[config.mk]
export PLATFORM = sky130hd
export DESIGN_NAME = seq_divider_flat
export DESIGN_NICKNAME = d
export VERILOG_FILES = /design/src/rtl/seq_divider_if.sv /design/src/rtl/seq_divider.sv /design/src/flat_wrapper.sv
export SDC_FILE = /design/constraint.sdc
export NUM_CORES = 1
export LEC_CHECK = 0
export ABC_AREA = 1
export CAP_MARGIN = 10
export CELL_PAD_IN_SITES_DETAIL_PLACEMENT = 1
export CELL_PAD_IN_SITES_GLOBAL_PLACEMENT = 2
export CORE_MARGIN = 5
export CORE_UTILIZATION = 28
export CTS_BUF_LIST = sky130_fd_sc_hd__clkbuf_4
export CTS_CLUSTER_DIAMETER = 150
export DETAILED_ROUTE_END_ITERATION = 8
export PLACE_DENSITY_LB_ADDON = 0.1
export SYNTH_ARGS = -nofsm -noshare
export SYNTH_HDL_FRONTEND = slang
export SYNTH_SLANG_ARGS = --single-unit
[constraint.sdc]
create_clock -name clk -period 1.77 [get_ports clk]
set_input_delay 0.2655 -clock clk [delete_from_list [all_inputs] [get_ports clk]]
set_output_delay 0.2655 -clock clk [all_outputs]
set_load 0.01 [all_outputs]
[src/rtl/seq_divider_if.sv]
// Handshake and data bundle for the sequential divider.
//   start       - operation request, master -> slave
//   dividend    - unsigned dividend, master -> slave
//   divisor     - unsigned divisor, master -> slave
//   busy        - iteration in progress, slave -> master
//   done        - one-cycle result-valid pulse, slave -> master
//   quotient    - result quotient, slave -> master
//   remainder   - result remainder, slave -> master
//   div_by_zero - captured divisor was zero, slave -> master
interface seq_divider_if #(
  parameter int unsigned WIDTH = 8
) ();
  logic             start;
  logic [WIDTH-1:0] dividend;
  logic [WIDTH-1:0] divisor;
  logic             busy;
  logic             done;
  logic [WIDTH-1:0] quotient;
  logic [WIDTH-1:0] remainder;
  logic             div_by_zero;

  modport master (
    output start, dividend, divisor,
    input  busy, done, quotient, remainder, div_by_zero
  );

  modport slave (
    input  start, dividend, divisor,
    output busy, done, quotient, remainder, div_by_zero
  );
endinterface

[src/rtl/seq_divider.sv]
// Multi-cycle unsigned restoring divider, one shift-subtract-restore step per cycle.
//   clk   - rising-edge clock
//   rst_n - synchronous active-low reset
//   bus   - seq_divider_if slave: start/dividend/divisor in;
//           busy/done/quotient/remainder/div_by_zero out
// A request is accepted in IDLE or DONE; results appear WIDTH+1 cycles after the start
// cycle and are held until the next accepted request completes.
module seq_divider #(
  parameter int unsigned WIDTH = 8
) (
  input  logic          clk,
  input  logic          rst_n,
  seq_divider_if.slave  bus
);

  localparam int unsigned CntW = $clog2(WIDTH);
  localparam logic [CntW-1:0] LastCnt = CntW'(WIDTH - 1);

  typedef enum logic [1:0] {StIdle, StRun, StDone} state_e;

  state_e           r_state;
  logic [WIDTH:0]   r_rem;    // partial remainder, one bit wider than the divisor
  logic [WIDTH-1:0] r_work;   // dividend shifting out, quotient bits shifting in
  logic [WIDTH-1:0] r_div;
  logic [CntW-1:0]  r_cnt;
  logic [WIDTH-1:0] r_quot;
  logic [WIDTH-1:0] r_remo;
  logic             r_dbz;

  state_e           w_state;
  logic [WIDTH:0]   w_rem;
  logic [WIDTH-1:0] w_work;
  logic [WIDTH-1:0] w_div;
  logic [CntW-1:0]  w_cnt;
  logic [WIDTH-1:0] w_quot;
  logic [WIDTH-1:0] w_remo;
  logic             w_dbz;

  logic [WIDTH:0]   w_shift;
  logic [WIDTH:0]   w_trial;

  // The remainder stays below the divisor between steps, so its top bit is always zero
  // before the shift and can be dropped.
  assign w_shift = {r_rem[WIDTH-1:0], r_work[WIDTH-1]};
  // Wide subtraction: a borrow shows up in the MSB even when w_shift >= 2^WIDTH - 1.
  assign w_trial = w_shift - {1'b0, r_div};

  always_comb begin
    w_state = r_state;
    w_rem   = r_rem;
    w_work  = r_work;
    w_div   = r_div;
    w_cnt   = r_cnt;
    w_quot  = r_quot;
    w_remo  = r_remo;
    w_dbz   = r_dbz;

    unique case (r_state)
      StIdle, StDone: begin
        if (bus.start) begin
          w_rem   = '0;
          w_work  = bus.dividend;
          w_div   = bus.divisor;
          w_cnt   = '0;
          w_state = StRun;
        end else begin
          w_state = StIdle;
        end
      end
      StRun: begin
        if (!w_trial[WIDTH]) begin
          w_rem  = w_trial;
          w_work = {r_work[WIDTH-2:0], 1'b1};
        end else begin
          w_rem  = w_shift;
          w_work = {r_work[WIDTH-2:0], 1'b0};
        end
        w_cnt = r_cnt + 1'b1;
        if (r_cnt == LastCnt) begin
          // Publish on the same edge as the final step.
          w_state = StDone;
          w_quot  = w_work;
          w_remo  = w_rem[WIDTH-1:0];
          w_dbz   = (r_div == '0);
        end
      end
      default: w_state = StIdle;
    endcase
  end

  always_ff @(posedge clk) begin
    if (!rst_n) begin
      r_state <= StIdle;
      r_rem   <= '0;
      r_work  <= '0;
      r_div   <= '0;
      r_cnt   <= '0;
      r_quot  <= '0;
      r_remo  <= '0;
      r_dbz   <= 1'b0;
    end else begin
      r_state <= w_state;
      r_rem   <= w_rem;
      r_work  <= w_work;
      r_div   <= w_div;
      r_cnt   <= w_cnt;
      r_quot  <= w_quot;
      r_remo  <= w_remo;
      r_dbz   <= w_dbz;
    end
  end

  assign bus.busy        = (r_state == StRun);
  assign bus.done        = (r_state == StDone);
  assign bus.quotient    = r_quot;
  assign bus.remainder   = r_remo;
  assign bus.div_by_zero = r_dbz;

endmodule
[src/flat_wrapper.sv]
// flat-port wrapper written by rule: the top's interface ports become plain ports
module seq_divider_flat 
#(
  parameter int unsigned WIDTH = 8
)
  (clk, rst_n, bus_start, bus_dividend, bus_divisor, bus_busy, bus_done, bus_quotient, bus_remainder, bus_div_by_zero);
  seq_divider_if #(.WIDTH(WIDTH)) bus_i ();
  input  logic clk;
  input  logic rst_n;
  input wire logic [$bits(bus_i.start)-1:0] bus_start;
  input wire logic [$bits(bus_i.dividend)-1:0] bus_dividend;
  input wire logic [$bits(bus_i.divisor)-1:0] bus_divisor;
  output wire logic [$bits(bus_i.busy)-1:0] bus_busy;
  output wire logic [$bits(bus_i.done)-1:0] bus_done;
  output wire logic [$bits(bus_i.quotient)-1:0] bus_quotient;
  output wire logic [$bits(bus_i.remainder)-1:0] bus_remainder;
  output wire logic [$bits(bus_i.div_by_zero)-1:0] bus_div_by_zero;
  assign bus_i.start = bus_start;
  assign bus_i.dividend = bus_dividend;
  assign bus_i.divisor = bus_divisor;
  assign bus_busy = bus_i.busy;
  assign bus_done = bus_i.done;
  assign bus_quotient = bus_i.quotient;
  assign bus_remainder = bus_i.remainder;
  assign bus_div_by_zero = bus_i.div_by_zero;
  seq_divider #(.WIDTH(WIDTH)) u_core (.clk(clk), .rst_n(rst_n), .bus(bus_i));
endmodule
==> results.md, run 1 <==
- Status: finished, violations left
- Failing checks: negative setup slack
- Nature of the critical path endpoint: flip-flop
- Post-DP Area: 3017 µm²
- Hold wc startpoint: u_core.r_cnt[0]$_SDFFE_PN0P_
- Pre-CTS setup slack: -182.6 ps
- CP max FO: 5
- Synth top area share: between 30% and 40%
- Final instance area: roughly 3300 µm²
- WS Path Type: flip-flop to flip-flop
- Synthesized area: 2333 µm²
- DRT Pass-1 Iters: 4
- Core area: 8175 µm²
- Layout cells sized above 1: 23.35%
- Endpoint of the worst register-to-register path: u_core.bus.remainder[7]$_SDFFE_PN0P_
- Max transition margin: about two thirds
- EDFF count, synth: 0
- PD cells: 979.4 nW/µm²
- Initial Utilization: 28.54%
- Clk root buf: clkbuf_4
- Min-Delay Endpoint: u_core.r_cnt[0]$_SDFFE_PN0P_
- Total global routing track utilization: 14.56%
- Largest area contributor in the netlist: dfxtp_1
- Seq/Total Area, Yosys: 39.46%
- Die area: 10,260 µm²
- Count leader, synth: nand2_1
- LEAKAGE: 1.488 nW
- Clock-pin slew on the worst setup and hold paths: 150 ps
- CTS tree: yes
- Final Hold Viols: 0
- Area of the multi-input gates: approximately 1400 µm²
- Final period util: 102.8%
- Hold Path Cell Cnt: 1
- CTS sink count: 46
- Worst Skew: ~13 ps
- R2R cell count: 14
- Die height: 101.3 µm
- CTS Buf Count: 5
- Die X: 101.3 µm
- Nets@finish: 423
- Slew at the pin closest to its max-slew limit: just over 500 ps
- Initial DRC Count: 67
- Row cnt: 33
- Ys async rst share: 0%
- Global-route wire length before repair: around 12 mm
- Storage cell area: 932.1 µm²
- Startpoint Class: flip-flop
- Clock latency at the later pin of the worst-skew pair: ~370 ps
- Area contributors post-synth: dfxtp_1, nand2_1, inv_1, ha_1, o21ai_0
- RSZ-0062 raised after global routing: true
- Post-layout worst setup margin: -49.30 ps
- Tot Pwr: about 3.2 mW
- Syn Nets: 360
- Layout Area Growth over Synthesis: 41.18%
- H-tree depth: 2
- Mapped Cells: 330
- Tmin final: 1819 ps
- HPWL Detailed: 5.319 mm
- WL/cell: 14.05 µm
- Largest net degree at the start of global routing: 25
- IO Port Bufs: 37
- Achievable frequency: 549.7 MHz
- Hold Path Class: flip-flop to flip-flop
- Arrival time at the worst endpoint: 2090 ps
- Hold_ws: 468.7 ps
- Global route overflow: 0
- Via count: 2,280
- Setup violators final: 5
- # hold bufs at CTS: 0
- Max-cap violation count: 0
- Ys Warns: 0
- # DRC: 0
- Syn avg cell area: 7.071 µm²
- Fin util: approximately 40%
- Critical Path RT: 2040 ps
- Top post-synthesis cells by count: nand2_1, inv_1, dfxtp_1
- Via density: about 4.6
- Main synth FF type: dfxtp_1
- Number of global-route vias before repair: 2,389
- Global placement routability congestion: ~0.76
- R2r startpoint: u_core.r_work[7]$_SDFFE_PN0P_
- R2R setup slack: -50 ps
- Netlist cell types: 29
- Antenna violations before repair: 0
- Seq cells post-synth: 46
- Maximum vdd ir drop: 0.3415 mV
- Fillers: 1,011
- Final Max Slew Viols: 0
- Antenna viol nets, final: 0
- Clock buffer depth: 2
- # diodes: 0
- # IOs: 38
- Final wirelength: 7.009 mm
-- placed cells by master (no fill, tap or decap), types with 4 or more instances in the layout --
cell / synthesis / layout
nor2_1: 26 / 25
o21ai_0: 24 / 23
clkdlybuf4s50_1: 0 / 35
ha_4: 0 / 5
a21oi_2: 3 / 4
nor3_1: 5 / 5
buf_4: 0 / 27
dfxtp_1: 46 / 37
nand2_4: 3 / 9
nand2_1: 84 / 71
clkbuf_4: 0 / 6
nand3_1: 16 / 14
ha_1: 10 / 4
inv_1: 47 / 44
inv_2: 1 / 4
dfxtp_2: 0 / 9
nand2_2: 6 / 15
o21a_1: 6 / 6
a21oi_1: 20 / 18
o221ai_1: 4 / 4
-- cells by family (layout without fill, tap and decap cells) --
kind of cell | Yosys count | after routing | share of synthesized area, %
simple gates | 147 | 149 | 27.29
flops | 46 | 46 | 39.46
buf+inv | 61 | 123 | 10.35
fa+ha+maj | 11 | 11 | 6.220
xor+xnor | 3 | 3 | 1.126
compound gates | 62 | 62 | 15.55
-- layer usage --
metal	global-route usage, %	wire length, µm	vias to the layer above
met4	3.681	72	0
met2	24.70	3366	23
met3	2.686	161	6
met5	0	0	-
met1	19.05	3408	1076
li1	-	-	1175
-- stage by stage --
| stage | cells | setup TNS [ps] |
|---|---|---|
| finish | 499 | -117.0 |
| global route | 499 | -2119 |
| CTS | 498 | -1411 |
| detailed placement | 488 | -2087 |
| global placement | 488 | -1459 |
| floorplan | 330 | 0 |
-- flip-flops by register name (all words and copies together) (netlist names) --
register / flops
u_core.r_rem: 8
u_core.r_cnt: 3
u_core.bus.remainder: 8
u_core.bus.quotient: 8
u_core.r_div: 8
u_core.bus.div_by_zero: 1
u_core.r_state: 2
u_core.r_work: 8
-- how the worst max path moves through the flow --
stage | startpoint | endpoint
5_1_grt | u_core.r_work[7]$_SDFFE_PN0P_ | u_core.bus.remainder[5]$_SDFFE_PN0P_
4_1_cts | u_core.r_work[7]$_SDFFE_PN0P_ | u_core.bus.remainder[0]$_SDFFE_PN0P_
3_3_place_gp | u_core.r_work[7]$_SDFFE_PN0P_ | u_core.bus.remainder[3]$_SDFFE_PN0P_
2_1_floorplan | u_core.r_work[7]$_SDFFE_PN0P_ | u_core.bus.remainder[2]$_SDFFE_PN0P_
6_report | u_core.r_work[7]$_SDFFE_PN0P_ | u_core.bus.remainder[7]$_SDFFE_PN0P_
3_5_place_dp | u_core.r_work[7]$_SDFFE_PN0P_ | u_core.bus.remainder[3]$_SDFFE_PN0P_
-- area by class of cell --
class,count,area share [%]
inverter,48,5.469
clock inverter,2,0.3798
timing repair buffer,67,18.99
multi-input combinational,225,41.51
tap,105,3.988
clock buffer,6,1.367
sequential,46,28.29
-- report_power, final --
part / switching [mW] / total (mW) / leakage, nW / internal, mW
Clock: 0.367 / 0.540 / 0.0337 / 0.173
Sequential: 0.0659 / 1.18 / 0.378 / 1.11
Combinational: 0.886 / 1.51 / 1.08 / 0.625
Total: 1.32 / 3.23 / 1.49 / 1.91
-- critical path, cell delays in order, from the launching register on --
cell,delay (ps)
dfxtp_2,350
inv_2,70
ha_4,120
inv_2,40
fa_2,340
nand2_2,80
nand2_4,60
nand3_4,100
nand2_4,80
nand2_4,100
nand2_4,80
nand2_2,60
nand2_2,60
o21bai_1,140
inv_1,50
-- repair_timing --
item / in CTS / in global routing
pin swaps: 12 / 4
setup endpoints to repair: 19 / 27
setup buffers: 0 / 1
cloned: 2 / 0
gates resized for setup: 25 / 28
(Power assumes the default switching activity.)
==> run 2: changes to the inputs <==
--- a/config.mk
+++ b/config.mk
@@ -18,3 +18,4 @@
 export SYNTH_ARGS = -nofsm -noshare
 export SYNTH_HDL_FRONTEND = slang
 export SYNTH_SLANG_ARGS = --single-unit
+export TNS_END_PERCENT = 30
==> run 2 against run 1 <==
  * Via count down 1.2%
  * Count of clock-buffer cells in the layout did not move
  * Die area is the same
  * Critical endpoint is now u_core.bus.remainder[5]$_SDFFE_PN0P_
  * Flip-flop and latch count did not move
  * Setup slack got worse by 3.0 ps
  * Sequential power barely moved
  * The flow still finishes with violations (negative setup slack)
==> results.md, run 2 (synthesis results as in run 1) <==
- Status: finished, violations left
- Failing checks: negative setup slack
- Slew at the pin closest to its max-slew limit: 533.4 ps (+19.67 ps)
- LEAKAGE: 1.485 nW (-0.17%)
- Arrival time at the worst endpoint: 2090 ps (about the same)
- # DRC: 0 (unchanged)
- Final Max Slew Viols: 0 (unchanged)
- Tmin final: 1822 ps (+2.981 ps)
- Layout cells sized above 1: 22.08% (-1.3 points)
- Global-route wire length before repair: 11.70 mm (about the same)
- Slowest cell on the critical path: dfxtp_2
- Die X: 101.3 µm (unchanged)
- RSZ-0062 raised after global routing: true
- Hold Path Class: flip-flop to flip-flop
- Number of global-route vias before repair: 2,393 (+0.17%)
- H-tree depth: 2 (unchanged)
- WS Path Type: flip-flop to flip-flop
- Worst stage delay on the critical path: 350 ps (about the same)
- # IOs: 38 (unchanged)
- Max-cap violation count: 0 (unchanged)
- CP max FO: 5 (unchanged)
- PD cells: 974.3 nW/µm² (-0.51%)
- Startpoint Class: flip-flop
- Row cnt: 33 (unchanged)
- Antenna viol nets, final: 0 (unchanged)
- Global route overflow: 0 (unchanged)
- Post-layout worst setup margin: -52.28 ps (-2.981 ps)
- Largest delay share family, worst path: simple AND/OR/NAND/NOR gates
- Clock latency at the later pin of the worst-skew pair: 370 ps (about the same)
- Crit path buf inv count: 3 (unchanged)
- Commonest cells after routing, fill and taps aside: nand2_1, inv_1, dfxtp_1
- Total negative slack: -118.2 ps (-1.207 ps)
- Clock buffer depth: 2 (unchanged)
- Min-Delay Endpoint: u_core.r_cnt[0]$_SDFFE_PN0P_
- R2R setup slack: -50 ps (about the same)
- Clk root buf: clkbuf_4
- Hold wc startpoint: u_core.r_cnt[0]$_SDFFE_PN0P_
- Die height: 101.3 µm (unchanged)
- CTS sink count: 46 (unchanged)
- CTS Buf Count: 5 (unchanged)
- Layout Area Growth over Synthesis: 40.59%
- Endpoint of the worst register-to-register path: u_core.bus.remainder[5]$_SDFFE_PN0P_
- Die area: 10,260 µm² (unchanged)
- Critical Path RT: 2040 ps (about the same)
- Clock-pin slew on the worst setup and hold paths: 150 ps (about the same)
- Final Hold Viols: 0 (unchanged)
- Largest net degree at the start of global routing: 25 (unchanged)
- Hold Path Cell Cnt: 1 (unchanged)
- # diodes: 0 (unchanged)
- Hold_ws: 470.4 ps (+1.671 ps)
- Total global routing track utilization: 14.54% (about the same)
- Initial Utilization: 28.54% (unchanged)
- Setup violators final: 4 (-1)
- Initial DRC Count: 64 (-4.5%)
- Via count: 2,253 (-1.2%)
- Via density: 4.515 (-1.2%)
- R2R cell count: 14 (unchanged)
- Cells along the critical path: inv_2, ha_4, inv_2, fa_2, nand2_2, nand2_4, nand3_4, nand2_4, nand2_4, nand2_4, nand2_1, nand2_2, o21bai_1, inv_1
- HPWL Detailed: 5.319 mm (unchanged)
- Antenna violations before repair: 0 (unchanged)
- Final period util: 103.0% (+0.17 points)
- Core area: 8175 µm² (unchanged)
- Nature of the critical path endpoint: flip-flop
- Most frequent CP cell: nand2_4
- Max transition margin: 64.11% (-1.3 points)
- Worst Skew: 13.57 ps (+0.7713 ps)
- Achievable frequency: 548.8 MHz (-0.16%)
- Maximum vdd ir drop: 0.3407 mV (-0.24%)
- Nets@finish: 423 (unchanged)
- CTS tree: yes
- IO Port Bufs: 37 (unchanged)
- Final wirelength: 6.999 mm (-0.14%)
- R2r startpoint: u_core.r_work[7]$_SDFFE_PN0P_
- Global placement routability congestion: 0.7570 (unchanged)
- DRT Pass-1 Iters: 4 (unchanged)
- WL/cell: 14.03 µm (-0.14%)
- Commonest non-fill, non-tap cell in the layout: nand2_1
[run 2: final cells by class]
type | instances | area (µm²)
fill | 1015 | 4895
clock inverter | 2 | 12.51
timing repair buffer | 67 | 625.6
inverter | 48 | 180.2
tap | 105 | 131.4
multi-input combinational | 225 | 1354
sequential | 46 | 932.1
clock buffer | 6 | 45.04
[run 2: metal layers]
layer | vias up | track usage (%) | part of all wire (%)
met3 | 6 | 2.686 | 2.4
li1 | 1170 | - | -
met1 | 1054 | 18.97 | 49
met2 | 23 | 24.75 | 48
met5 | - | 0 | 0
met4 | 0 | 3.681 | 1.0
[run 2: worst reg2reg max path: stages, from the launching register on]
cell	delay, ps
dfxtp_2	350
inv_2	70
ha_4	120
inv_2	40
fa_2	340
nand2_2	80
nand2_4	60
nand3_4	110
nand2_4	80
nand2_4	90
nand2_4	80
nand2_1	80
nand2_2	60
o21bai_1	130
inv_1	50
[run 2: where the power goes]
group,internal [mW],switching [mW],leakage [nW],total [mW]
Sequential,1.11,0.0668,0.378,1.18
Combinational,0.610,0.866,1.07,1.48
Clock,0.173,0.371,0.0337,0.544
[run 2: how the worst max path moves through the flow]
| stage | from | to | slack (ps) | cells after the start |
|---|---|---|---|---|
| 3_3_place_gp | u_core.r_work[7]$_SDFFE_PN0P_ | u_core.bus.remainder[3]$_SDFFE_PN0P_ | -150 | 14 |
| 6_report | u_core.r_work[7]$_SDFFE_PN0P_ | u_core.bus.remainder[5]$_SDFFE_PN0P_ | -50 | 14 |
| 4_1_cts | u_core.r_work[7]$_SDFFE_PN0P_ | u_core.bus.remainder[0]$_SDFFE_PN0P_ | -120 | 14 |
| 2_1_floorplan | u_core.r_work[7]$_SDFFE_PN0P_ | u_core.bus.remainder[2]$_SDFFE_PN0P_ | 7 | 14 |
| 5_1_grt | u_core.r_work[7]$_SDFFE_PN0P_ | u_core.bus.remainder[5]$_SDFFE_PN0P_ | -180 | 14 |
| 3_5_place_dp | u_core.r_work[7]$_SDFFE_PN0P_ | u_core.bus.remainder[3]$_SDFFE_PN0P_ | -180 | 14 |
[run 2: repair_timing]
action | 4_1_cts | 5_1_grt
gates cloned | 2 | 0
setup buffers | 0 | 1
hold endpoints to repair | 0 | 0
pin swaps | 11 | 6
resized for setup | 24 | 24
setup endpoints to repair | 19 | 27
hold buffers | 0 | 0
[run 2: through the flow]
stage	setup slack (ps)	total power [mW]	utilization, %	std cells	cell area (µm²)
floorplan	6.689	1.972	-	330	2333
finish	-52.28	3.196	40.13	499	3281
global placement	-146.0	2.425	36.90	488	3017
global route	-182.7	3.458	40.13	499	3281
detailed placement	-182.6	2.435	36.90	488	3017
CTS	-115.6	3.150	38.95	498	3184
==> run 3: changes to the inputs <==
--- a/config.mk
+++ b/config.mk
@@ -15,7 +15,8 @@
 export CTS_CLUSTER_DIAMETER = 150
 export DETAILED_ROUTE_END_ITERATION = 8
 export PLACE_DENSITY_LB_ADDON = 0.1
+export SLEW_MARGIN = 15
 export SYNTH_ARGS = -nofsm -noshare
 export SYNTH_HDL_FRONTEND = slang
 export SYNTH_SLANG_ARGS = --single-unit
-export TNS_END_PERCENT = 30
+export TNS_END_PERCENT = 10
==> run 3 against run 2 <==
  * The flow still finishes with violations (negative setup slack)
  * Critical path type unchanged
  * Clock power about the same
  * Routed wire length decreased by 0.17%
  * Sequential power about the same
  * Utilization decreased by 0.21 points
  * Cell area decreased by 0.53%
  * Non-clock buffer count decreased by 1
  * Via count increased by 0.40%
  * Combinational power about the same
  * Critical endpoint is now u_core.bus.remainder[7]$_SDFFE_PN0P_
  * Count of clock-buffer cells in the layout unchanged
  * Highest routed layer unchanged
  * Hold slack got worse by 0.50 ps
==> results.md, run 3 (synthesis results as in run 1) <==
- Status: finished, violations left
- Failing checks: negative setup slack
- Nature of the critical path endpoint: flip-flop
- Final period util: 102.8% (-0.11 points)
- Initial Utilization: 28.54% (unchanged)
- Final Hold Viols: 0 (unchanged)
- Number of global-route vias before repair: 2,392 (-0.042%)
- Total global routing track utilization: 14.54% (unchanged)
- Fillers: 1,013 (-0.20%)
- WL/cell: 14.03 µm (about the same)
- Die height: 101.3 µm (unchanged)
- Startpoint Class: flip-flop
- Core area: 8175 µm² (unchanged)
- Via density: 4.542 (+0.60%)
- Global placement routability congestion: 0.7570 (unchanged)
- Commonest cells after routing, fill and taps aside: nand2_1, inv_1, dfxtp_1
- Layout Area Growth over Synthesis: 39.84%
- Clock-pin slew on the worst setup and hold paths: 150 ps (about the same)
- Antenna viol nets, final: 0 (unchanged)
- PD cells: 973.0 nW/µm² (-0.14%)
- Slew at the pin closest to its max-slew limit: 532.9 ps (-0.5423 ps)
- Global route overflow: 0 (unchanged)
- Post-layout worst setup margin: -50.29 ps (+1.992 ps)
- Layout cells sized above 1: 21.37% (-0.71 points)
- Critical Path RT: 2040 ps (about the same)
- Tmin final: 1820 ps (-1.992 ps)
- # DRC: 0 (unchanged)
- Tot Pwr: 3.175 mW (-0.67%)
- Achievable frequency: 549.4 MHz (+0.11%)
- Clock power share: 17.1% (about the same)
- Hold Path Class: flip-flop to flip-flop
- Via count: 2,262 (+0.40%)
- Worst Skew: 14.73 ps (+1.161 ps)
- P_sw: 1.295 mW (-0.68%)
- Global-route wire length before repair: 11.70 mm (unchanged)
- Max-cap violation count: 0 (unchanged)
- Hold_ws: 469.9 ps (-0.5030 ps)
- Clock latency at the later pin of the worst-skew pair: 370 ps (about the same)
- Setup violators final: 4 (unchanged)
- DRT Pass-1 Iters: 4 (unchanged)
- Antenna violations before repair: 0 (unchanged)
- Hold Path Cell Cnt: 1 (unchanged)
- CTS sink count: 46 (unchanged)
- Net Sw Frac: 40.79% (about the same)
- Final Max Slew Viols: 0 (unchanged)
- Hold wc startpoint: u_core.r_cnt[0]$_SDFFE_PN0P_
- CP max FO: 5 (unchanged)
- WS Path Type: flip-flop to flip-flop
- H-tree depth: 2 (unchanged)
- # IOs: 38 (unchanged)
- Clock buffer depth: 2 (unchanged)
- R2R cell count: 14 (unchanged)
- Commonest non-fill, non-tap cell in the layout: nand2_1
- IO Port Bufs: 37 (unchanged)
- Die area: 10,260 µm² (unchanged)
- Initial DRC Count: 65 (+1.6%)
- Total negative slack: -102.3 ps (+15.99 ps)
- Nets@finish: 422 (-0.24%)
- Crit path launch: u_core.r_work[7]$_SDFFE_PN0P_
- Final wirelength: 6.987 mm (-0.17%)
- Max transition margin: 64.15% (about the same)
- Arrival time at the worst endpoint: 2090 ps (about the same)
- Maximum vdd ir drop: 0.3417 mV (+0.29%)
- HPWL Detailed: 5.319 mm (unchanged)
- R2r startpoint: u_core.r_work[7]$_SDFFE_PN0P_
- # diodes: 0 (unchanged)
- R2R setup slack: -50 ps (about the same)
- Storage cell area: 932.1 µm² (unchanged)
- Area of the multi-input gates: 1348 µm² (-0.46%)
- Largest net degree at the start of global routing: 25 (unchanged)
- Logic gate share of total power: 45.8% (-0.4 points)
- Pre-CTS setup slack: -182.6 ps (unchanged)
- Row cnt: 33 (unchanged)
- CTS tree: yes
- LEAKAGE: 1.477 nW (-0.55%)
- RSZ-0062 raised after global routing: true
- CTS Buf Count: 5 (unchanged)
- Flop pwr share: 37.1% (+0.3 points)
- Cell-internal power: 1.880 mW (-0.67%)
- Die X: 101.3 µm (unchanged)
- Clk root buf: clkbuf_4
==> run 3: cell count changes in the layout (fill, tap and decap cells not counted) <==
cell / previous run / this run
buf_6: 1 / 0
nand2_1: 75 / 76
nand2_2: 11 / 10
o21ai_1: 0 / 1
o21ai_2: 1 / 0
==> run 3: repair_timing <==
| item | 4_1_cts | 5_1_grt |
|---|---|---|
| pin swaps | 11 | 6 |
| gates resized for setup | 23 | 22 |
| endpoints found under the setup margin | 19 | 27 |
| gates cloned | 2 | 0 |
| hold buffers | 0 | 0 |
| setup buffers | 0 | 0 |
==> run 3: metal layers <==
layer	part of all wire (%)	wire, µm	up-vias	track usage, %
li1	-	-	1170	-
met1	49	3397	1061	18.97
met2	48	3351	25	24.75
met3	2.4	165	6	2.686
met4	1.0	72	0	3.681
met5	0	0	-	0
==> run 3: cell type report <==
class                           instances  area share, %
Multi-Input combinational cell        225          41.30
Inverter                               48          5.521
Clock inverter                          2         0.3834
Timing Repair Buffer                   66          18.83
Clock buffer                            6          1.380
Sequential cell                        46          28.57
Tap cell                              105          4.026
==> run 3: stage by stage <==
step	util, %	std cells	instance area [µm²]
2_1_floorplan	-	330	2333
3_3_place_gp	36.90	488	3017
3_5_place_dp	36.90	488	3017
4_1_cts	38.92	498	3182
5_1_grt	39.91	498	3263
6_report	39.91	498	3263
==> run 3: power groups by stage <==
stage,Clock (mW),Sequential (mW),Combinational (mW)
2_1_floorplan,0,1.17,0.806
3_3_place_gp,0,1.18,1.24
3_5_place_dp,0,1.18,1.25
4_1_cts,0.571,1.17,1.40
5_1_grt,0.609,1.19,1.64
6_report,0.544,1.18,1.45
==> run 3: final timing paths <==
| check | endpoint |
|---|---|
| setup / recovery | u_core.bus.remainder[7]$_SDFFE_PN0P_ |
| hold reg to reg | u_core.r_cnt[0]$_SDFFE_PN0P_ |
| hold / removal | u_core.r_cnt[0]$_SDFFE_PN0P_ |
| setup reg to reg | u_core.bus.remainder[7]$_SDFFE_PN0P_ |
==> run 3: critical path: stages (launching register included) <==
cell	delay, ps
dfxtp_2	350
inv_2	70
ha_4	120
inv_2	40
fa_2	340
nand2_2	80
nand2_4	60
nand3_4	100
nand2_4	80
nand2_4	90
nand2_4	70
nand2_1	70
nand2_2	60
o21bai_1	130
inv_1	50
